--- config.mk ---
export PLATFORM = sky130hd
export DESIGN_NAME = ccmp_out_buffer
export DESIGN_NICKNAME = d
export VERILOG_FILES = /design/src/rtl/ccmp_out_pkg.sv /design/src/rtl/ccmp_out_fifo_mem.sv /design/src/rtl/ccmp_out_buffer.sv
export SDC_FILE = /design/constraint.sdc
export NUM_CORES = 1
export LEC_CHECK = 0
export BUFFER_PORTS_ARGS = -buffer_cell sky130_fd_sc_hd__buf_2
export CAP_MARGIN = 20
export CORE_AREA = 2 2 167 169
export CTS_BUF_LIST = sky130_fd_sc_hd__clkbuf_2
export DETAILED_ROUTE_END_ITERATION = 8
export DIE_AREA = 0 0 169 171
export MAX_ROUTING_LAYER = met4
export REMOVE_ABC_BUFFERS = 1
export SLEW_MARGIN = 20
export SYNTH_ARGS = -nofsm -noshare
export SYNTH_HDL_FRONTEND = slang
export SYNTH_SLANG_ARGS = --single-unit
--- constraint.sdc ---
create_clock -name macCoreClk -period 4.5 [get_ports macCoreClk]
set_input_delay 0.225 -clock macCoreClk [delete_from_list [all_inputs] [get_ports macCoreClk]]
set_output_delay 0.225 -clock macCoreClk [all_outputs]
set_load 0.03 [all_outputs]
--- src/rtl/ccmp_out_pkg.sv ---
// Shared types and defaults for the CCMP output buffer.
// Defines the FSM state type, the stored entry layout and default sizing.
package ccmp_out_pkg;

   localparam int CCMP_OUT_DEPTH       = 16;
   localparam int CCMP_OUT_FULL_MARGIN = 2;
   localparam int CCMP_OUT_ENTRY_W     = 9;

   typedef enum logic [1:0] {
      IDLE  = 2'd0,
      FILL  = 2'd1,
      DRAIN = 2'd2
   } ccmp_out_state_t;

   typedef struct packed {
      logic       last;
      logic [7:0] data;
   } ccmp_out_entry_t;

endpackage

--- src/rtl/ccmp_out_fifo_mem.sv ---
// DEPTH x 9 storage with one write port and one registered read port.
// Ports: clk/rst_n, we/waddr/wdata write, clr zeroes the read register,
// raddr selects the next head, rdata is the registered head entry.
module ccmp_out_fifo_mem
   import ccmp_out_pkg::*;
#(
   parameter int DEPTH = CCMP_OUT_DEPTH,
   parameter int AW    = $clog2(DEPTH)
) (
   input  logic            clk,
   input  logic            rst_n,
   input  logic            clr,
   input  logic            we,
   input  logic [AW-1:0]   waddr,
   input  ccmp_out_entry_t wdata,
   input  logic [AW-1:0]   raddr,
   output ccmp_out_entry_t rdata
);

   ccmp_out_entry_t mem [DEPTH];

   always_ff @(posedge clk) begin
      if (we) mem[waddr] <= wdata;
   end

   // Forward the write so a byte landing on the next head is visible at once.
   always_ff @(posedge clk or negedge rst_n) begin
      if (!rst_n)                   rdata <= '0;
      else if (clr)                 rdata <= '0;
      else if (we && waddr == raddr) rdata <= wdata;
      else                          rdata <= mem[raddr];
   end

endmodule

--- src/rtl/ccmp_out_buffer.sv ---
// Elastic byte buffer after the CCMP core with backpressure and MIC end flag.
// Ports: CCMP byte/valid/last in, consumer pop, head byte/flags, status.
// Optional CCMP_OUT_BYTECNT_EN macro enables the per-frame byte counter.
module ccmp_out_buffer
   import ccmp_out_pkg::*;
#(
   parameter int DEPTH       = CCMP_OUT_DEPTH,
   parameter int FULL_MARGIN = CCMP_OUT_FULL_MARGIN
) (
   input  logic                     macCoreClk,
   input  logic                     nPRst,
   input  logic                     flush_p,
   input  logic [7:0]               ccmpOutDataMux,
   input  logic                     ccmpOutValidMux_p,
   input  logic                     ccmpOutLastMux_p,
   input  logic                     rdEn_p,
   output logic [7:0]               rdData,
   output logic                     rdValid,
   output logic                     rdLast,
   output logic                     txRxBufferFull,
   output logic                     micEnd,
   output logic                     bufIdle,
   output logic                     ovfErr,
   output logic [$clog2(DEPTH):0]   bufCount,
   output logic [15:0]              byteCnt
);

   localparam int AW = $clog2(DEPTH);
   localparam int CW = AW + 1;
   localparam logic [CW-1:0] DEPTH_C = CW'(DEPTH);
   localparam logic [CW-1:0] MARGIN_C = CW'(FULL_MARGIN);

   ccmp_out_state_t state;
   ccmp_out_entry_t head;
   ccmp_out_entry_t wentry;

   logic [AW-1:0] wr_ptr, rd_ptr, rd_ptr_next;
   logic [CW-1:0] count, count_next;
   logic [CW-1:0] last_cnt, last_cnt_next;
   logic          wr_req, wr_acc, wr_last, rd_fire, pop_last;

   assign rdValid  = (count != '0);
   assign rd_fire  = rdEn_p & rdValid & ~flush_p;
   assign wr_req   = ccmpOutValidMux_p & ~flush_p;
   // A pop in the same cycle frees the slot, so a full buffer still accepts.
   assign wr_acc   = wr_req & ((count != DEPTH_C) | rd_fire);
   assign wr_last  = wr_acc & ccmpOutLastMux_p;
   assign pop_last = rd_fire & head.last;

   assign wentry.last = ccmpOutLastMux_p;
   assign wentry.data = ccmpOutDataMux;

   always_comb begin
      count_next    = count + CW'(wr_acc) - CW'(rd_fire);
      last_cnt_next = last_cnt + CW'(wr_last) - CW'(pop_last);
      rd_ptr_next   = rd_ptr + AW'(rd_fire);
      if (flush_p) begin
         count_next    = '0;
         last_cnt_next = '0;
         rd_ptr_next   = '0;
      end
   end

   always_ff @(posedge macCoreClk or negedge nPRst) begin
      if (!nPRst) begin
         wr_ptr         <= '0;
         rd_ptr         <= '0;
         count          <= '0;
         last_cnt       <= '0;
         txRxBufferFull <= 1'b0;
         micEnd         <= 1'b0;
         ovfErr         <= 1'b0;
      end else begin
         rd_ptr         <= rd_ptr_next;
         count          <= count_next;
         last_cnt       <= last_cnt_next;
         txRxBufferFull <= (DEPTH_C - count_next) <= MARGIN_C;
         // Tracks every last-tagged entry so a second frame keeps micEnd up.
         micEnd         <= (last_cnt_next != '0);
         if (flush_p) begin
            wr_ptr <= '0;
            ovfErr <= 1'b0;
         end else begin
            if (wr_acc) wr_ptr <= wr_ptr + AW'(1);
            if (wr_req && !wr_acc) ovfErr <= 1'b1;
         end
      end
   end

   always_ff @(posedge macCoreClk or negedge nPRst) begin
      if (!nPRst) begin
         state <= IDLE;
      end else if (flush_p) begin
         state <= IDLE;
      end else begin
         unique case (state)
            IDLE:    if (wr_acc) state <= wr_last ? DRAIN : FILL;
            FILL:    if (wr_last) state <= DRAIN;
            DRAIN:   if (pop_last) state <= IDLE;
            default: state <= IDLE;
         endcase
      end
   end

   assign bufIdle  = (state == IDLE) & (count == '0);
   assign bufCount = count;
   assign rdData   = head.data;
   assign rdLast   = head.last;

`ifdef CCMP_OUT_BYTECNT_EN
   logic [15:0] byte_cnt;

   always_ff @(posedge macCoreClk or negedge nPRst) begin
      if (!nPRst) begin
         byte_cnt <= '0;
      end else if (flush_p) begin
         byte_cnt <= '0;
      end else if (wr_acc) begin
         if (state == IDLE)            byte_cnt <= 16'd1;
         else if (byte_cnt != 16'hFFFF) byte_cnt <= byte_cnt + 16'd1;
      end
   end

   assign byteCnt = byte_cnt;
`else
   assign byteCnt = 16'h0;
`endif

   ccmp_out_fifo_mem #(
      .DEPTH (DEPTH),
      .AW    (AW)
   ) u_mem (
      .clk   (macCoreClk),
      .rst_n (nPRst),
      .clr   (flush_p),
      .we    (wr_acc),
      .waddr (wr_ptr),
      .wdata (wentry),
      .raddr (rd_ptr_next),
      .rdata (head)
   );

endmodule

Word-level counts from Yosys, hierarchy flattened

Memories as Yosys holds them, arrays and structs flattened.
Cells that the tools add are included.

Memories kept: 1
Output and inout bits: 35
Memory bits (writable): 144
Flip-flop bits (word level): 32

Magnitude comparators: 1
Muxes and demuxes: 17
Equality and inequality tests: 7
Bitwise gates (word level): 9
$add $sub $neg: 7
Reductions and logical operators: 10

Memories:

| memory    | words | width | rd ports | clocked after memory_dff | write ports | RTL line                | source |
|---|---|---|---|---|---|---|---|
| u_mem.mem | 16    | 9     | 1        | 0                        | 1           | ccmp_out_fifo_mem.sv:20 | `ccmp_out_entry_t mem [DEPTH];` |

Operators by type and width:

| kind                                                   | number |
|---|---|
| 2-to-1 mux 9 bit                                       | 2 |
| 2-to-1 mux 4 bit                                       | 3 |
| adder 5 x 1 -> 5 bit                                   | 2 |
| 2-to-1 mux 2 bit                                       | 5 |
| 2-to-1 mux 5 bit                                       | 2 |
| nonzero test 5 bit                                     | 2 |
| subtractor 5 x 1 -> 5 bit                              | 2 |
| AND 1 bit                                              | 7 |
| inequality test 3 bit (second input constant)          | 2 |
| case mux 2 bit (3 select lines)                        | 1 |
| <= comparator 5 x 2 -> 1 bit (second input constant)   | 1 |
| logical NOT 5 bit                                      | 1 |
| inequality test 5 bit (second input constant)          | 1 |
| subtractor 5 bit (first input constant)                | 1 |
| adder 4 x 1 -> 4 bit                                   | 1 |
| adder 4 x 1 -> 4 bit (second input constant)           | 1 |
| == test 4 bit                                          | 1 |
| 2-to-1 mux 1 bit                                       | 4 |
| nonzero test 2 bit                                     | 2 |
| inequality test 3 x 2 -> 1 bit (second input constant) | 1 |
| AND reduction 3 bit                                    | 1 |
| == test 2 x 1 -> 1 bit (second input constant)         | 1 |
| == test 2 bit (second input constant)                  | 1 |
| logical AND 1 bit                                      | 2 |
| 4 further kinds                                        | 4 |

Logic depth before layout (Yosys ltp)

Depth in word-level cells: 10
Mapped depth: 15

Cells and area by module

From an unflattened synthesis, not the netlist that was laid out.

Cells, all modules: 426
Area, all modules: 7478.4 um2

Modules (own cells, without submodules):

| module            | cells each | times used | sequential area each (um2) | area each (um2) |
|---|---|---|---|---|
| ccmp_out_fifo_mem | 273        | 1          | 4549.4                     | 5967.0 |
| ccmp_out_buffer   | 153        | 1          | 575.6                      | 1511.4 |

Worst setup path before layout

Ideal clock, no wire load.

Path type: reg2reg
From: register count[2], in the netlist bufCount[2]
To: register micEnd
Stages on the path, launching flop included: 15
Clock period less this slack: 3.579 ns
Data required time: 4.369 ns
Library setup time: 0.131 ns
Data arrival time: 3.448 ns
Setup slack: 0.921 ns
Buffers on the path: 0
Cell sequence: dfrtp_1 inv_1 ha_1 nor3b_1 a311oi_1 nand2_1 ha_1 inv_1 ha_1 inv_1 fa_1 nor2b_1 nor3_1 or3_1 or3_1

Cells in the longest elaborated chain, start to end: 10
Elaborated cells on any way between the ends: 12
Those cells by class: add/sub (2); eq/ne (1); mux (1); bitwise (6); reduce/logical (2)

RTL lines:

| item                          | RTL line              | source |
|---|---|---|
| start, declared               | ccmp_out_buffer.sv:38 | `logic [CW-1:0] count, count_next;` |
| start signal, assigned        | ccmp_out_buffer.sv:75 | `count <= count_next;` |
| nonzero test 5 bit            | ccmp_out_buffer.sv:42 | `assign rdValid = (count != '0);` |
| AND 1 bit (2 in a row)        | ccmp_out_buffer.sv:43 | `assign rd_fire = rdEn_p & rdValid & ~flush_p;` |
| OR 1 bit                      | ccmp_out_buffer.sv:46 | `assign wr_acc = wr_req & ((count != DEPTH_C) \| rd_fire);` |
| AND 1 bit                     | ccmp_out_buffer.sv:46 |  |
| AND 1 bit                     | ccmp_out_buffer.sv:47 | `assign wr_last = wr_acc & ccmpOutLastMux_p;` |
| adder 5 x 1 -> 5 bit          | ccmp_out_buffer.sv:55 | `last_cnt_next = last_cnt + CW'(wr_last) - CW'(pop_last);` |
| subtractor 5 x 1 -> 5 bit (*) | ccmp_out_buffer.sv:55 |  |
| 2-to-1 mux 5 bit (*)          | ccmp_out_buffer.sv:57 | `if (flush_p) begin` |
| via last_cnt_next[2]          | ccmp_out_buffer.sv:39 | `logic [CW-1:0] last_cnt, last_cnt_next;` |
| nonzero test 5 bit (*)        | ccmp_out_buffer.sv:79 | `micEnd <= (last_cnt_next != '0);` |
| end signal, assigned          | ccmp_out_buffer.sv:79 |  |
| end, declared                 | ccmp_out_buffer.sv:21 | `output logic micEnd,` |

The timed path passes the listed nets; every way through them passes the cells marked *.
A chain may end at the register's enable or synchronous reset.

Final worst setup path

From: register count[3], in the netlist bufCount[3]
To: register u_mem.rdata[1] (netlist name)

Cells in the longest elaborated chain, start to end: 9
Elaborated cells on any way between the ends: 13
Those cells by class: add/sub (1); eq/ne (2); mux (3); bitwise (4); reduce/logical (2); memory (1)

RTL lines:

| item                                                             | RTL line                | source |
|---|---|---|
| branches (longest 7 deep; another with memory read (16 x 9 bit)) | --                      |  |
| 2-to-1 mux 9 bit (*)                                             | ccmp_out_fifo_mem.sv:30 | `else if (we && waddr == raddr) rdata <= wdata;` |
| 2-to-1 mux 9 bit (*)                                             | ccmp_out_fifo_mem.sv:29 | `else if (clr) rdata <= '0;` |
| end signal, assigned                                             | ccmp_out_fifo_mem.sv:30 |  |
| end signal, assigned                                             | ccmp_out_fifo_mem.sv:31 | `else rdata <= mem[raddr];` |
| end, declared                                                    | ccmp_out_fifo_mem.sv:17 | `output ccmp_out_entry_t rdata` |

Mark *: on every way between the ends.

==> reports/metrics.yaml <==
run_status:
  status: "finished, final reports clean"
drt:
  drt_pass1_iterations: 5
  num_vias: 4915
  totalWireLength_mm: 17.8
  detail_route.wl_per_cell_um: 18.0
  via_per_inst: 4.96
  antenna_left: 0
  drtIter0Drc: 328
  drc_errors: 0
critical_path:
  crit_chain: "inv_1 > ha_1 > nor3b_1 > a21oi_1 > ha_4 > ha_1 > inv_1 > buf_4 > nor4_1 > o32ai_1 > buf_4 > or2_1 > a311oi_2"
  cp_max_fo: 37
  cp_slowest_cell: "nor3b_1"
  worstPathRequired_ps: 5100
  critical_path_class: "reg2reg"
  start_kind: "flop"
  crit_arrival_ps: 4540
  ff2ff_path_depth: 13
  reg2reg_slack_ps: 560
  crit_path_max_incr_delay_ps: 500
  end_kind: "flop"
floorplan:
  dieArea_um2: 28900
  coreArea_um2: 27300
  num_rows: 61
  start_util_pct: 29.2
  ioPinCount: 49
  die-height_um: 171
  die_x_um: 169
synth:
  syn_area_um2: 7970
  synth_edf_count: 144
  synth_seq_cells: 176
  postSynth.asyncResetShare_pct: 18.2
  yosysTopAreaCell: "edfxtp_1"
  synth_area_leaders: "edfxtp_1 (54%), dfrtp_1 (10%), mux2i_1 (4.5%), a221oi_1 (4.0%), nor2b_1 (3.3%)"
  syn_inst: 580
  ys.flop_type: "edfxtp_1"
  synth_cell_types: 51
  yosys_warnings: 0
  synth_top_cell_area_share_pct: 54.2
  syn_avg_cell_area_um2: 13.7
  synth-seq-area-share_pct: 64.3
global_route:
  grt_pass1_vias: 4773
  antenna_found_initial: 1
  grtUsageTotal_pct: 13.0
  grt_pass1_wl_mm: 27.3
  grt_overflow: 0
  grt_max_degree: 58
min_path:
  hold_path_class: "in2async"
sta:
  slew_headroom_pct: 27.7
  slew_violations: 0
  tightest_slew_ps: 1080
  skew_ps: 50.1
  rsz0062_at_grt: "false"
  finalCritPeriodShare_pct: 87.5
  setup_viol: 0
  period_minus_slack_ps: 3940
  fmax_mhz: 254
  fin_hold_ws_ps: 63.9
  hold_viol: 0
  layout_setup_ws_ps: 561
cts:
  insertion_delay_ps: 750
  h-tree-depth: 4
  clkTransAtPathRegs_ps: 260
  postCtsSetupBuffers: 0
  cts-root-buf: "clkbuf_2"
  clock_path_buffers: 2
  cts_tree: "yes"
  hold_buffers: 14
  numCtsBuffers: 17
  cts.sinks: 176
  post_cts_resized: 0
finish:
  drive_gt1_share_pct: 16.0
  layout.nets: 664
  synthToLayoutAreaGrowth_pct: 11.9
  final_cells: 991
run:
  max_cap_violations: 0
place:
  hpwl_mm: 11.2
  dp.cells: 943
  dp_slack_ps: 572
  gp_congestion: 0.778
  portBuffers: 32
power_and_ir_drop:
  power.density_nw_per_um2: 437
  peakVddDrop_mv: 0.154
  power.leakage_nw: 3.09
Yosys cell counts (8+ instances only):
cell type	n
inv_1	29
a311oi_2	9
nor2_1	20
a22oi_1	19
o22ai_1	38
nor2b_1	42
a221oi_1	36
buf_4	16
nand2_1	9
a21oi_1	8
nor3_1	24
edfxtp_1	144
dfrtp_1	32
clkbuf_1	19
ha_1	18
mux2i_1	36
buf_1	8
flip-flops by register name (all words and copies together), names as in the netlist:
signal	cells
bufCount	5
txRxBufferFull	1
u_mem.rdata	9
wr_ptr	4
state	2
micEnd	1
u_mem.mem	144
rd_ptr	4
ovfErr	1
last_cnt	5
critical path: cells and delay by family, from the launching register on:
family	cells	cell delay (ps)
AO/OA/AOI/OAI	3	820
AND/OR/NAND/NOR	3	1060
buffers and inverters	4	800
flip-flops	1	450
adder cells (fa/ha/maj)	3	690
through the flow:
stage                     instance area [um^2]  power (mW)  utilization, %  setup TNS (ps)
after detailed placement                  8550        3.12            31.3               0
after CTS                                 8920        3.93            32.6               0
final                                     8930        3.90            32.7               0
after global routing                      8920        4.12            32.7               0
after floorplan                           7740        2.78               -           -7360
after global placement                    8550        3.12            31.3               0
final cells by class:
class	count	area, um^2
antenna	2	5.00
clock buffer	20	100
clock inverter	12	134
fill	2688	18400
inverter	30	113
multi-input combinational	338	2550
sequential	176	5120
tap	346	433
timing repair buffer	67	470
report_power, final:
part	internal (mW)	switching [mW]
Combinational	0.469	0.718
Clock	0.267	0.538
Sequential	1.84	0.0615
metal layers:
layer / wire length, um / global-route usage (%)
met1: 8090 / 16.0
met2: 8810 / 21.9
met3: 749 / 2.66
met4: 177 / 3.60
met5: 0 / -
placed cells by master, fill, tap and decap left out, types with 14 or more instances in the layout:
| cell type | instances |
|---|---|
| buf_2 | 32 |
| clkbuf_2 | 20 |
| mux2i_1 | 36 |
| dfrtp_1 | 32 |
| ha_1 | 17 |
| nor2_1 | 19 |
| o22ai_1 | 38 |
| conb_1 | 16 |
| a221oi_1 | 36 |
| buf_4 | 20 |
| dlygate4sd3_1 | 14 |
| a22oi_1 | 19 |
| nor2b_1 | 42 |
| edfxtp_1 | 144 |
| inv_1 | 29 |
| nor3_1 | 24 |
cells by family after synthesis:
family | after synthesis | share of synthesized area (%)
simple gates | 126 | 8.76
flops | 176 | 64.3
fa+ha+maj | 20 | 3.33
compound gates | 128 | 12.7
buf+inv | 81 | 5.01
other cells | 1 | 0.0470
xor+xnor | 10 | 1.10
mux | 38 | 4.80
path summary, 6_finish.rpt:
check	start	endpoint
setup / recovery	bufCount[3]$_DFF_PN0_	u_mem.rdata[1]$_DFF_PN0_
hold / removal	nPRst	rd_ptr[1]$_DFF_PN0_
setup reg to reg	bufCount[3]$_DFF_PN0_	u_mem.rdata[1]$_DFF_PN0_
hold reg to reg	state[1]$_DFFE_PN0P_	state[0]$_DFFE_PN0P_
max in group asynchronous	nPRst	rd_ptr[2]$_DFF_PN0_
min in group macCoreClk	ccmpOutDataMux[0]	u_mem.mem[12][0]$_DFFE_PP_
Power figures use the tool's default switching activity.
